**src/rtl/sbox_pkg.sv**
```systemverilog
// Shared types for the S-array initialiser: fill patterns and engine states.
package sbox_pkg;

   typedef enum logic [1:0] {
      FM_IDENT = 2'd0,
      FM_REV   = 2'd1,
      FM_CONST = 2'd2,
      FM_RSVD  = 2'd3
   } fill_mode_e;

   typedef enum logic [1:0] {
      S_IDLE   = 2'd0,
      S_FILL   = 2'd1,
      S_VERIFY = 2'd2,
      S_DONE   = 2'd3
   } state_e;

endpackage

```
**src/rtl/sbox_init_engine_if.sv**
```systemverilog
// Control handshake plus S-memory port of the initialiser.
//   master : control FSM / RAM side (drives start, mode, fill_value, q)
//   slave  : the engine (drives the RAM address/data/enables and status)
interface sbox_init_engine_if #(
   parameter int unsigned DATA_W = 8,
   parameter int unsigned ADDR_W = 8
);
   import sbox_pkg::*;

   logic              start;
   fill_mode_e        mode;
   logic [DATA_W-1:0] fill_value;
   logic [DATA_W-1:0] q;
   logic [ADDR_W-1:0] address;
   logic [DATA_W-1:0] data;
   logic              wren;
   logic              rden;
   logic              busy;
   logic              done;
   logic              err;
   logic [ADDR_W-1:0] err_addr;

   modport master (
      output start, mode, fill_value, q,
      input  address, data, wren, rden, busy, done, err, err_addr
   );

   modport slave (
      input  start, mode, fill_value, q,
      output address, data, wren, rden, busy, done, err, err_addr
   );
endinterface

```
**src/rtl/sbox_pattern_gen.sv**
```systemverilog
// Combinational fill pattern f(addr, mode, fill_value), truncated to DATA_W.
//   addr       : word address
//   mode       : IDENT / REV / CONST (RSVD behaves as IDENT)
//   fill_value : constant for CONST
//   data       : pattern word
module sbox_pattern_gen
   import sbox_pkg::*;
#(
   parameter int unsigned DEPTH  = 256,
   parameter int unsigned DATA_W = 8,
   parameter int unsigned ADDR_W = 8
) (
   input  logic [ADDR_W-1:0] addr,
   input  fill_mode_e        mode,
   input  logic [DATA_W-1:0] fill_value,
   output logic [DATA_W-1:0] data
);

   always_comb begin
      data = DATA_W'(addr);
      case (mode)
         FM_REV:   data = DATA_W'(ADDR_W'(DEPTH - 1) - addr);
         FM_CONST: data = fill_value;
         default:  data = DATA_W'(addr);
      endcase
   end

endmodule

```
**src/rtl/sbox_init_engine.sv**
```systemverilog
// S-array initialiser: fills DEPTH words with a selectable pattern, one word per
// clock, on a start/done handshake; optionally reads the array back and checks it.
// Optional feature macro: SBOX_VERIFY_EN builds the read-back verify pass.
//   clk   : system clock
//   reset : asynchronous, active-low reset
//   bus   : slave modport of sbox_init_engine_if (start/mode/fill_value/q in;
//           address/data/wren/rden/busy/done/err/err_addr out)
module sbox_init_engine
   import sbox_pkg::*;
#(
   parameter int unsigned DEPTH  = 256,
   parameter int unsigned DATA_W = 8,
   parameter int unsigned ADDR_W = $clog2(DEPTH),
   parameter int unsigned RD_LAT = 1
) (
   input logic               clk,
   input logic               reset,
   sbox_init_engine_if.slave bus
);

   state_e            state_q, state_d;
   logic [ADDR_W-1:0] addr_q, addr_d;
   logic [DATA_W-1:0] data_q, data_d;
   logic              wren_q, wren_d;
   logic              rden_q, rden_d;
   logic              busy_q, busy_d;
   logic              done_q, done_d;
   logic              err_q, err_d;
   logic [ADDR_W-1:0] err_addr_q, err_addr_d;
   fill_mode_e        mode_q, mode_d;
   logic [DATA_W-1:0] fill_q, fill_d;

   logic              start_ok_c;
   logic              last_addr_c;
   logic [ADDR_W-1:0] gen_addr_c;
   fill_mode_e        gen_mode_c;
   logic [DATA_W-1:0] gen_fill_c;
   logic [DATA_W-1:0] gen_data_c;

   assign start_ok_c  = bus.start && (state_q == S_IDLE || state_q == S_DONE);
   // Counter stops at DEPTH-1 rather than wrapping, so any DEPTH works.
   assign last_addr_c = (addr_q == ADDR_W'(DEPTH - 1));

   // Write data is computed one word ahead; at start the live inputs are used
   // because the latched copies are only loaded on that same edge.
   assign gen_addr_c = start_ok_c ? '0 : addr_q + ADDR_W'(1);
   assign gen_mode_c = start_ok_c ? bus.mode : mode_q;
   assign gen_fill_c = start_ok_c ? bus.fill_value : fill_q;

   sbox_pattern_gen #(.DEPTH(DEPTH), .DATA_W(DATA_W), .ADDR_W(ADDR_W)) u_wr_gen (
      .addr       (gen_addr_c),
      .mode       (gen_mode_c),
      .fill_value (gen_fill_c),
      .data       (gen_data_c)
   );

`ifdef SBOX_VERIFY_EN
   // Expected word and address travel with the read so they line up with q.
   logic [DATA_W-1:0] exp_data_c;
   logic              dl_vld_q  [RD_LAT];
   logic [ADDR_W-1:0] dl_addr_q [RD_LAT];
   logic [DATA_W-1:0] dl_exp_q  [RD_LAT];
   logic              chk_miss_c;
   logic              chk_last_c;

   sbox_pattern_gen #(.DEPTH(DEPTH), .DATA_W(DATA_W), .ADDR_W(ADDR_W)) u_exp_gen (
      .addr       (addr_q),
      .mode       (mode_q),
      .fill_value (fill_q),
      .data       (exp_data_c)
   );

   always_ff @(posedge clk or negedge reset) begin
      if (!reset) begin
         for (int unsigned i = 0; i < RD_LAT; i++) begin
            dl_vld_q[i]  <= 1'b0;
            dl_addr_q[i] <= '0;
            dl_exp_q[i]  <= '0;
         end
      end else begin
         dl_vld_q[0]  <= rden_q;
         dl_addr_q[0] <= addr_q;
         dl_exp_q[0]  <= exp_data_c;
         for (int unsigned i = 1; i < RD_LAT; i++) begin
            dl_vld_q[i]  <= dl_vld_q[i-1];
            dl_addr_q[i] <= dl_addr_q[i-1];
            dl_exp_q[i]  <= dl_exp_q[i-1];
         end
      end
   end

   assign chk_miss_c = dl_vld_q[RD_LAT-1] && (bus.q != dl_exp_q[RD_LAT-1]);
   assign chk_last_c = dl_vld_q[RD_LAT-1] && (dl_addr_q[RD_LAT-1] == ADDR_W'(DEPTH - 1));
`else
   logic unused_q_c;
   assign unused_q_c = ^bus.q;
`endif

   // State and registered outputs.
   always_ff @(posedge clk or negedge reset) begin
      if (!reset) begin
         state_q    <= S_IDLE;
         addr_q     <= '0;
         data_q     <= '0;
         wren_q     <= 1'b0;
         rden_q     <= 1'b0;
         busy_q     <= 1'b0;
         done_q     <= 1'b0;
         err_q      <= 1'b0;
         err_addr_q <= '0;
         mode_q     <= FM_IDENT;
         fill_q     <= '0;
      end else begin
         state_q    <= state_d;
         addr_q     <= addr_d;
         data_q     <= data_d;
         wren_q     <= wren_d;
         rden_q     <= rden_d;
         busy_q     <= busy_d;
         done_q     <= done_d;
         err_q      <= err_d;
         err_addr_q <= err_addr_d;
         mode_q     <= mode_d;
         fill_q     <= fill_d;
      end
   end

   // Next state and next registered outputs.
   always_comb begin
      state_d    = state_q;
      addr_d     = addr_q;
      data_d     = data_q;
      wren_d     = wren_q;
      rden_d     = rden_q;
      busy_d     = busy_q;
      done_d     = done_q;
      err_d      = err_q;
      err_addr_d = err_addr_q;
      mode_d     = mode_q;
      fill_d     = fill_q;

      case (state_q)
         S_IDLE, S_DONE: begin
            if (start_ok_c) begin
               state_d    = S_FILL;
               addr_d     = '0;
               data_d     = gen_data_c;
               wren_d     = 1'b1;
               busy_d     = 1'b1;
               done_d     = 1'b0;
               err_d      = 1'b0;
               err_addr_d = '0;
               mode_d     = bus.mode;
               fill_d     = bus.fill_value;
            end
         end
         S_FILL: begin
            if (last_addr_c) begin
               wren_d = 1'b0;
               addr_d = '0;
               data_d = '0;
`ifdef SBOX_VERIFY_EN
               state_d = S_VERIFY;
               rden_d  = 1'b1;
`else
               state_d = S_DONE;
               busy_d  = 1'b0;
               done_d  = 1'b1;
`endif
            end else begin
               addr_d = addr_q + ADDR_W'(1);
               data_d = gen_data_c;
            end
         end
`ifdef SBOX_VERIFY_EN
         S_VERIFY: begin
            if (rden_q) begin
               if (last_addr_c) begin
                  rden_d = 1'b0;
                  addr_d = '0;
               end else begin
                  addr_d = addr_q + ADDR_W'(1);
               end
            end
            // err is sticky; only the first mismatch records its address.
            if (chk_miss_c) begin
               err_d = 1'b1;
               if (!err_q) err_addr_d = dl_addr_q[RD_LAT-1];
            end
            if (chk_last_c) begin
               state_d = S_DONE;
               busy_d  = 1'b0;
               done_d  = 1'b1;
            end
         end
`endif
         default: ;
      endcase
   end

   assign bus.address  = addr_q;
   assign bus.data     = data_q;
   assign bus.wren     = wren_q;
   assign bus.rden     = rden_q;
   assign bus.busy     = busy_q;
   assign bus.done     = done_q;
   assign bus.err      = err_q;
   assign bus.err_addr = err_addr_q;

endmodule

```
**src/flat_wrapper.sv**
```systemverilog
// flat-port wrapper written by rule: the top's interface ports become plain ports
module sbox_init_engine_flat import sbox_pkg::*;
#(
   parameter int unsigned DEPTH  = 256,
   parameter int unsigned DATA_W = 8,
   parameter int unsigned ADDR_W = $clog2(DEPTH),
   parameter int unsigned RD_LAT = 1
)
  (clk, reset, bus_start, bus_mode, bus_fill_value, bus_q, bus_address, bus_data, bus_wren, bus_rden, bus_busy, bus_done, bus_err, bus_err_addr);
  sbox_init_engine_if #(.DATA_W(DATA_W), .ADDR_W(ADDR_W)) bus_i ();
  input logic clk;
  input logic reset;
  input wire logic [$bits(bus_i.start)-1:0] bus_start;
  input wire logic [$bits(bus_i.mode)-1:0] bus_mode;
  input wire logic [$bits(bus_i.fill_value)-1:0] bus_fill_value;
  input wire logic [$bits(bus_i.q)-1:0] bus_q;
  output wire logic [$bits(bus_i.address)-1:0] bus_address;
  output wire logic [$bits(bus_i.data)-1:0] bus_data;
  output wire logic [$bits(bus_i.wren)-1:0] bus_wren;
  output wire logic [$bits(bus_i.rden)-1:0] bus_rden;
  output wire logic [$bits(bus_i.busy)-1:0] bus_busy;
  output wire logic [$bits(bus_i.done)-1:0] bus_done;
  output wire logic [$bits(bus_i.err)-1:0] bus_err;
  output wire logic [$bits(bus_i.err_addr)-1:0] bus_err_addr;
  assign bus_i.start = bus_start;
  assign bus_i.mode = bus_mode;
  assign bus_i.fill_value = bus_fill_value;
  assign bus_i.q = bus_q;
  assign bus_address = bus_i.address;
  assign bus_data = bus_i.data;
  assign bus_wren = bus_i.wren;
  assign bus_rden = bus_i.rden;
  assign bus_busy = bus_i.busy;
  assign bus_done = bus_i.done;
  assign bus_err = bus_i.err;
  assign bus_err_addr = bus_i.err_addr;
  sbox_init_engine #(.DEPTH(DEPTH), .DATA_W(DATA_W), .ADDR_W(ADDR_W), .RD_LAT(RD_LAT)) u_core (.clk(clk), .reset(reset), .bus(bus_i));
endmodule
```
**config.mk**
```make
export PLATFORM = sky130hd
export DESIGN_NAME = sbox_init_engine_flat
export DESIGN_NICKNAME = d
export VERILOG_FILES = /design/src/rtl/sbox_pkg.sv /design/src/rtl/sbox_init_engine_if.sv /design/src/rtl/sbox_pattern_gen.sv /design/src/rtl/sbox_init_engine.sv /design/src/flat_wrapper.sv
export SDC_FILE = /design/constraint.sdc
export NUM_CORES = 1
export LEC_CHECK = 0
export ABC_AREA = 1
export BUFFER_PORTS_ARGS = -buffer_cell sky130_fd_sc_hd__buf_2
export CAP_MARGIN = 5
export CELL_PAD_IN_SITES_DETAIL_PLACEMENT = 0
export CELL_PAD_IN_SITES_GLOBAL_PLACEMENT = 2
export CORE_UTILIZATION = 28
export CTS_CLUSTER_DIAMETER = 40
export CTS_CLUSTER_SIZE = 20
export DETAILED_ROUTE_END_ITERATION = 6
export PLACE_DENSITY = 0.89
export SLEW_MARGIN = 15
export SYNTH_ARGS = -nofsm -noshare
export SYNTH_HDL_FRONTEND = slang
export SYNTH_SLANG_ARGS = --single-unit
```
**constraint.sdc**
```tcl
create_clock -name clk -period 2.8 [get_ports clk]
set_input_delay 0.56 -clock clk [delete_from_list [all_inputs] [get_ports clk]]
set_output_delay 0.56 -clock clk [all_outputs]
set_load 0.01 [all_outputs]
```
==> summary.md, run 1 <==
| Metric | Value |
|---|---|
| CP startpoint kind | `flip-flop` |
| Grt ovf | `0` |
| Clock power share | `0.465` |
| Post-CTS setup buffer count | `0` |
| Final Instance Count excl. Fillers | `314` |
| Share of the synthesized area in the top cell type | `0.4465` |
| Post-Syn Instances | `210` |
| Tmin final | `2.513 ns` |
| Worst r2r path cells | `12` |
| Die height | `78.19 um` |
| DR vias/cell | `approximately 4.4` |
| Final ANT Viol Nets | `0` |
| I/O Buffers | `31` |
| Post-cts repair resize count | `0` |
| WP data arrival | `approximately 2.7 ns` |
| FILL cells | `about 600` |
| Reg2reg start | `u_core.bus.done` |
| ANT cells | `0` |
| CTS sink count | `29` |
| Crit. End Element | `flip-flop` |
| Top-level port count | `50` |
| Die W | `approximately 80 um` |
| Hold_buf cts | `0` |
| FF/Latch Area | `725.7 sq um` |
| Post-layout util | `0.3437` |
| Clk slew on worst S/H paths | `about 0.06 ns` |
| Min-Delay Path Class | `input port to asynchronous set/reset pin` |
| Synth top area cells | `dfrtp_1 45%, nand2_1 17%, buf_4 5.1%, nand3_1 4.6%, inv_1 4.2%` |
| Met1 wire length | `about 1.7 mm` |
| Post-synth top area cell | `dfrtp_1` |
| Root Driver | `clkbuf_8` |
| Final Hold Vio Count | `0` |
| Placer congestion estimate | `0.7417` |
| Largest net degree at the start of global routing | `30` |
| Detailed Route WL | `about 3.7 mm` |
| Pint | `about 650 uW` |
| Leakage | `1.059 nW` |
| Sequential power share | `0.507` |
| Cell area power density | `434.0 mW/mm^2` |
| Layout cells sized above 1 | `0.2149` |
| RR Endpoint | `u_core.bus.data[5]` |
| Sw power | `between 150 and 200 uW` |
| Vias in the first global route | `1351` |
| Synthesized cell area | `0.001625 sq mm` |
| CTS tree | `yes` |
| Yosys cell types | `23` |
| Seq/Total Area, Yosys | `0.4465` |
| Rel. slew slack | `0.5497` |
| Multi-input gate area in the final layout | `around 750 sq um` |
| Max VDD drop | `roughly 160 uV` |
| Total CTS buffers | `5` |
| Slew @ Worst Pin | `roughly 0.68 ns` |
| Core area | `between 0.005 and 0.006 sq mm` |
| Worst path required time | `2.98 ns` |
| #FFs+latches synth | `29` |
| Max-slew violations | `0` |
| Metal3 WL | `between 200 and 250 um` |
| Initial DRC Count | `69` |
| Switching Share | `0.2177` |
| Synthesis-to-finish area growth | `17.17%` |
| Drt drc | `0` |
| Final period util | `0.8977` |
| Yosys Warn Count | `0` |
| Dpl cells | `306` |
| Final WS setup | `~0.29 ns` |
| Fin Hold WS | `about 0.3 ns` |
| Max Used Layer | `met4` |
| Critical-path maximum fanout | `16` |
| Die ar. | `between 0.006 and 0.007 sq mm` |
| Routed len/inst | `11.64 um` |
| Final Setup Violations | `0` |
| RSZ-0062 raised after global routing | `false` |
| H-tree levels | `2` |
| Overall Global Routing Usage | `0.1363` |
| Setup_tns | `0 ns` |
| DP HPWL | `~2.6 mm` |
| R2r setup slk | `around 0.29 ns` |
| Max Buffers Root-to-Sink | `2` |
| Maximum clock frequency | `between 300 and 400 MHz` |
| Starting density of the core | `0.2934` |
| Clk_lat worst skew | `~0.28 ns` |
| Critical setup path kind | `flip-flop to flip-flop` |
| Routed vias | `1394` |
| Status | `finished clean` |
| Met2 WL post-DR | `1.646 mm` |
| Avg Cell Area, Syn | `just under 8 sq um` |
| Comb power frac | `0.028` |
| Final Net Count | `approximately 270` |
| Global-route wire length before repair | `approximately 6.3 mm` |
| Worst Clk Skew | `0.002470 ns` |
| # rows | `27` |
| Initial antenna violation count | `0` |
| Max Cap Viol | `0` |
| Pre-CTS setup slack | `~0.25 ns` |
| Drt pass-1 iters | `4` |
state kept, by name, summed over array words and instances (netlist names):
signal and count:
u_core.state_q 1, u_core.bus.wren 1, u_core.bus.done 1, u_core.fill_q 8
u_core.bus.address 8, u_core.mode_q 2, u_core.bus.data 8
placed cells by master (no fill, tap or decap), drive strengths merged, types with 7 or more instances in the layout:
cell,netlist,layout
nor2,8,8
nand3,16,16
dfrtp,29,29
conb,1,10
nand2,75,75
clkbuf,3,7
buf,14,32
a21oi,13,13
inv,19,19
o21ai,14,14
power by group through the flow:
stage | Combinational, mW | Clock (mW) | Sequential (mW)
after floorplan | 0.0162 | 0 | 0.427
after global placement | 0.0235 | 0 | 0.427
after detailed placement | 0.0237 | 0 | 0.427
after CTS | 0.0238 | 0.401 | 0.419
after global routing | 0.0266 | 0.426 | 0.418
final | 0.0228 | 0.385 | 0.419
worst max path at each step:
stage	start	end	slack, ns	cells past startpoint
6_report	u_core.bus.done	u_core.bus.data[5]	0.29	12
5_1_grt	u_core.bus.done	u_core.bus.data[5]	0.03	12
4_1_cts	u_core.bus.done	u_core.bus.data[4]	0.22	12
3_5_place_dp	u_core.bus.done	u_core.bus.data[4]	0.25	12
3_3_place_gp	u_core.bus.done	u_core.bus.data[4]	0.29	12
2_1_floorplan	u_core.bus.done	u_core.bus.data[0]	0.28	13
area by class of cell:
class / instances / area share
repair buffers: 32 / 0.08541
multi-input cells: 154 / 0.3955
inverters: 19 / 0.03745
clock buffers: 7 / 0.05059
clock inverters: 1 / 0.002628
flip-flops and latches: 29 / 0.3811
well taps: 72 / 0.04731
metal layers:
layer | vias up | GRT usage
li1 | 715 | -
met4 | 0 | 0.07222
met3 | 8 | 0.04070
met1 | 635 | 0.1690
met2 | 36 | 0.2123
met5 | - | 0
metrics by stage:
stage	area (sq um)	total power [mW]
after CTS	1904	0.8438
final	1904	0.8265
after floorplan	1659	0.4431
after detailed placement	1803	0.4505
after global placement	1803	0.4502
after global routing	1904	0.8707
cells in the mapped netlist, drive strengths merged:
cell type   n
o21ai      14
nand3      16
nand4       1
dfrtp      29
ha          5
xor2        1
or2         4
buf        14
a21oi      13
clkbuf      3
nor2        8
o211ai      2
conb        1
inv        19
nand2      75
a22o        2
o21a        3
worst max-delay path, cell delays in order (launching register included):
cell,delay [ns]
dfrtp_1,0.39
inv_1,0.06
ha_1,0.33
nand2_2,0.08
inv_1,0.12
or2_2,0.30
o21ai_0,0.14
inv_1,0.08
ha_1,0.49
a21oi_1,0.22
nand2_1,0.07
nand2_1,0.08
nand2_1,0.05
logic make-up (layout without fill, tap and decap cells):
logic type	count (synthesis)	count (layout)	synth area share
simple gates	104	104	0.2771
buf+inv	36	59	0.1108
compound gates	34	34	0.1193
flops	29	29	0.4465
fa+ha+maj	5	5	0.03849
other cells	1	10	0.002307
xor+xnor	1	1	0.005390
(Power assumes the default switching activity.)
==> run 2: changes to the inputs <==
--- a/config.mk
+++ b/config.mk
@@ -10,12 +10,13 @@
 export CAP_MARGIN = 5
 export CELL_PAD_IN_SITES_DETAIL_PLACEMENT = 0
 export CELL_PAD_IN_SITES_GLOBAL_PLACEMENT = 2
-export CORE_UTILIZATION = 28
+export CORE_UTILIZATION = 27
 export CTS_CLUSTER_DIAMETER = 40
 export CTS_CLUSTER_SIZE = 20
 export DETAILED_ROUTE_END_ITERATION = 6
-export PLACE_DENSITY = 0.89
+export PLACE_DENSITY = 0.88
 export SLEW_MARGIN = 15
 export SYNTH_ARGS = -nofsm -noshare
 export SYNTH_HDL_FRONTEND = slang
+export SYNTH_HIERARCHICAL = 1
 export SYNTH_SLANG_ARGS = --single-unit
==> run 2 against run 1 <==
  * Clock skew up 0.0013 ns
  * Non-clock buffer count up 1
  * Register-to-register slack better by 0.09 ns
  * Critical path type unchanged
  * First-iteration DRC count down 20%
  * Sequential power about the same
  * Largest power group unchanged
==> summary.md, run 2 <==
| Metric | Value |
|---|---|
| Seq/Total Area, Yosys | `0.4031 (-0.04344)` |
| Main synth FF type | `dfrtp_1` |
| I/O Buffers | `31 (unchanged)` |
| Slew @ Worst Pin | `0.6558 ns (-0.01961 ns)` |
| Die W | `83.66 um (+7.0%)` |
| Routed vias | `1537 (+10%)` |
| Worst path required time | `2.97 ns (about the same)` |
| Cell area power density | `379.4 mW/mm^2 (-13%)` |
| Status | `finished clean` |
| Final ANT Viol Nets | `0 (unchanged)` |
| Yosys Warn Count | `6 (+6)` |
| Critical path's most frequent cell | `nand2_1` |
| FF/Latch Area | `725.7 sq um (unchanged)` |
| Max Cap Viol | `0 (unchanged)` |
| Post-synthesis compound-gate area fraction | `0.02363 (-0.09570)` |
| Maximum clock frequency | `412.8 MHz (+3.8%)` |
| FILL cells | `732 (+20%)` |
| Root Driver | `clkbuf_8` |
| CTS sink count | `29 (unchanged)` |
| Clk slew on worst S/H paths | `0.06 ns (about the same)` |
| Setup_tns | `0 ns (unchanged)` |
| Detailed Route WL | `3.976 mm (+8.8%)` |
| Clk_lat worst skew | `0.28 ns (about the same)` |
| Largest net degree at the start of global routing | `30 (unchanged)` |
| Post-Synth Simple-Gate Area | `0.4051 (+0.1280)` |
| Final Hold Vio Count | `0 (unchanged)` |
| DR vias/cell | `4.121 (-7.2%)` |
| Rel. slew slack | `0.5628 (+0.01307)` |
| Placer congestion estimate | `0.7927 (+6.9%)` |
| Leakage | `1.285 nW (+21%)` |
| Max-slew violations | `0 (unchanged)` |
| Synth cell count leaders | `140 x nand2_1, 29 x dfrtp_1, 24 x inv_1, 16 x nand3_1, 14 x buf_4` |
| Die height | `83.66 um (+7.0%)` |
| Max Buffers Root-to-Sink | `2 (unchanged)` |
| Delay-heaviest family, CP | `adder cells` |
| Final Net Count | `320 (+20%)` |
| Worst Clk Skew | `0.003775 ns (+0.001305 ns)` |
| Share of the synthesized area in the top cell type | `0.4031 (-0.04344)` |
| Total CTS buffers | `5 (unchanged)` |
| Yosys cell types | `23 (unchanged)` |
| Drt drc | `0 (unchanged)` |
| RSZ-0062 raised after global routing | `false` |
| H-tree levels | `2 (unchanged)` |
| # rows | `29 (+7.4%)` |
| Layout cells sized above 1 | `0.1791 (-0.03582)` |
| WP data arrival | `2.59 ns (-0.10 ns)` |
| Post-synthesis mux area share | `0 (unchanged)` |
| Routed len/inst | `10.66 um (-8.4%)` |
| Avg Cell Area, Syn | `6.794 sq um (-12%)` |
| Buf/Inv on CP | `4 (+1)` |
| Multi-input gate area in the final layout | `868.3 sq um (+15%)` |
| Critical-path maximum fanout | `9 (-7)` |
| Drt pass-1 iters | `4 (unchanged)` |
| Min-Delay Path Class | `input port to asynchronous set/reset pin` |
| Post-synthesis adder-cell area fraction | `0.02780 (-0.01069)` |
| Most common cell after layout, fill and taps aside | `nand2_1` |
| Crit. End Element | `flip-flop` |
| XOR/XNOR share of the synthesized area | `0.004864 (-0.0005243)` |
| Starting density of the core | `0.2819 (-0.01142)` |
| Post-synth top area cell | `dfrtp_1` |
| Post-cts repair resize count | `0 (unchanged)` |
| Post-Syn Instances | `265 (+26%)` |
| Vias in the first global route | `1450 (+7.3%)` |
| CP max-delay cell | `ha_1` |
| Largest family of logic cells by synthesized area | `simple AND/OR/NAND/NOR gates` |
| Post-CTS setup buffer count | `0 (unchanged)` |
| CP startpoint kind | `flip-flop` |
| Synth top area cells | `dfrtp_1 40%, nand2_1 29%, buf_4 5.8%, inv_1 5.0%, nand3_1 4.4%` |
| Leading cell types in the layout, fill and taps excluded | `140 x nand2_1, 31 x buf_2, 29 x dfrtp_1` |
| Asr flop ratio synth | `1.000 (unchanged)` |
| ANT cells | `0 (unchanged)` |
| Initial antenna violation count | `0 (unchanged)` |
| Post-synth EDFFs | `0 (unchanged)` |
| Dpl cell area | `0.001958 sq mm (+8.6%)` |
| Largest stage delay, worst path | `0.47 ns (-0.02 ns)` |
| Synthesis-to-finish area growth | `13.20%` |
| Critical Path, Cell by Cell | `inv_1, ha_1, nand2_1, inv_2, nand2_1, nand2_1, inv_1, ha_1, inv_2, nand2_1, nand2_1, nand3_1, nand2_1` |
| DP HPWL | `3.007 mm (+16%)` |
| Top-count cell post-synth | `nand2_1` |
| #FFs+latches synth | `29 (unchanged)` |
| Tmin final | `2.422 ns (-0.09106 ns)` |
| Global-route wire length before repair | `6.755 mm (+7.4%)` |
| Critical setup path kind | `flip-flop to flip-flop` |
| Post-route cell area | `0.002038 sq mm (+7.0%)` |
| Synthesized cell area | `0.001800 sq mm (+11%)` |
| Final Setup Violations | `0 (unchanged)` |
| Overall Global Routing Usage | `0.1218 (-0.01446)` |
| Final period util | `0.8651 (-0.03252)` |
| Die ar. | `0.006999 sq mm (+14%)` |
| Top-level port count | `50 (unchanged)` |
| Initial DRC Count | `55 (-20%)` |
| Hold_buf cts | `0 (unchanged)` |
| Max VDD drop | `129.9 uV (-20%)` |
| R2r setup slk | `0.38 ns (+0.09 ns)` |
| Core area | `0.006386 sq mm (+15%)` |
| CTS tree | `yes` |
| Grt ovf | `0 (unchanged)` |
run 2: cell types whose count changed after synthesis, moves of 3 or more:
cell / previous run / this run
or2_2: 4 / 0
o21a_1: 3 / 0
nand2_1: 72 / 140
buf_4: 11 / 14
clkbuf_1: 3 / 0
o21ai_0: 13 / 3
a21oi_1: 13 / 2
inv_1: 18 / 24
nand2_2: 3 / 8
run 2: path summary, 6_finish.rpt:
path | startpoint | to | cells past startpoint
max | u_core/bus.done | u_core/bus.data[4] | 13
min | reset | u_core/state_q[0] | 1
max reg2reg | u_core/bus.done | u_core/bus.data[4] | 13
min reg2reg | u_core/mode_q[1] | u_core/mode_q[1] | 2
max in group asynchronous | reset | u_core/fill_q[7] | 1
min in group clk | u_core/mode_q[1] | u_core/mode_q[1] | 2
run 2: power by group:
part / internal, mW / leakage (nW) / switching [mW]
logic: 0.00591 / 0.875 / 0.0164
registers: 0.419 / 0.371 / 0
clock network: 0.176 / 0.0395 / 0.156
run 2: logic make-up after synthesis:
group                      after synthesis
and+or+nand+nor                        178
buffers and inverters                   45
DFF                                     29
AOI/OAI and AO/OA                        7
adders and majority gates                4
xor gates and xnor gates                 1
other                                    1
run 2: final cells by class:
class	count	area share
Inverter	26	0.04788
Timing Repair Buffer	33	0.08349
Tap cell	77	0.04727
Sequential cell	29	0.3560
Multi-Input combinational cell	200	0.4260
Clock buffer	8	0.03929
run 2: stage by stage:
| stage | setup WS, ns | cells | hold WS [ns] | utilization | power [mW] |
|---|---|---|---|---|---|
| 2_1_floorplan | 0.6172 | 274 | 0.2644 | - | 0.4435 |
| 3_3_place_gp | 0.3911 | 365 | 0.4554 | 0.3066 | 0.4496 |
| 3_5_place_dp | 0.3717 | 365 | 0.4607 | 0.3066 | 0.4498 |
| 4_1_cts | 0.3527 | 373 | 0.3311 | 0.3192 | 0.7908 |
| 5_1_grt | 0.1295 | 373 | 0.3575 | 0.3192 | 0.8114 |
| 6_report | 0.3776 | 373 | 0.3086 | 0.3192 | 0.7733 |
run 2: layer usage:
| layer | routed length (um) | vias to the layer above | track usage |
|---|---|---|---|
| li1 | - | 838 | - |
| met1 | 2008 | 661 | 0.1641 |
| met2 | 1721 | 33 | 0.1833 |
| met3 | 200 | 5 | 0.03660 |
| met4 | 45 | 0 | 0.04622 |
| met5 | 0 | - | 0 |
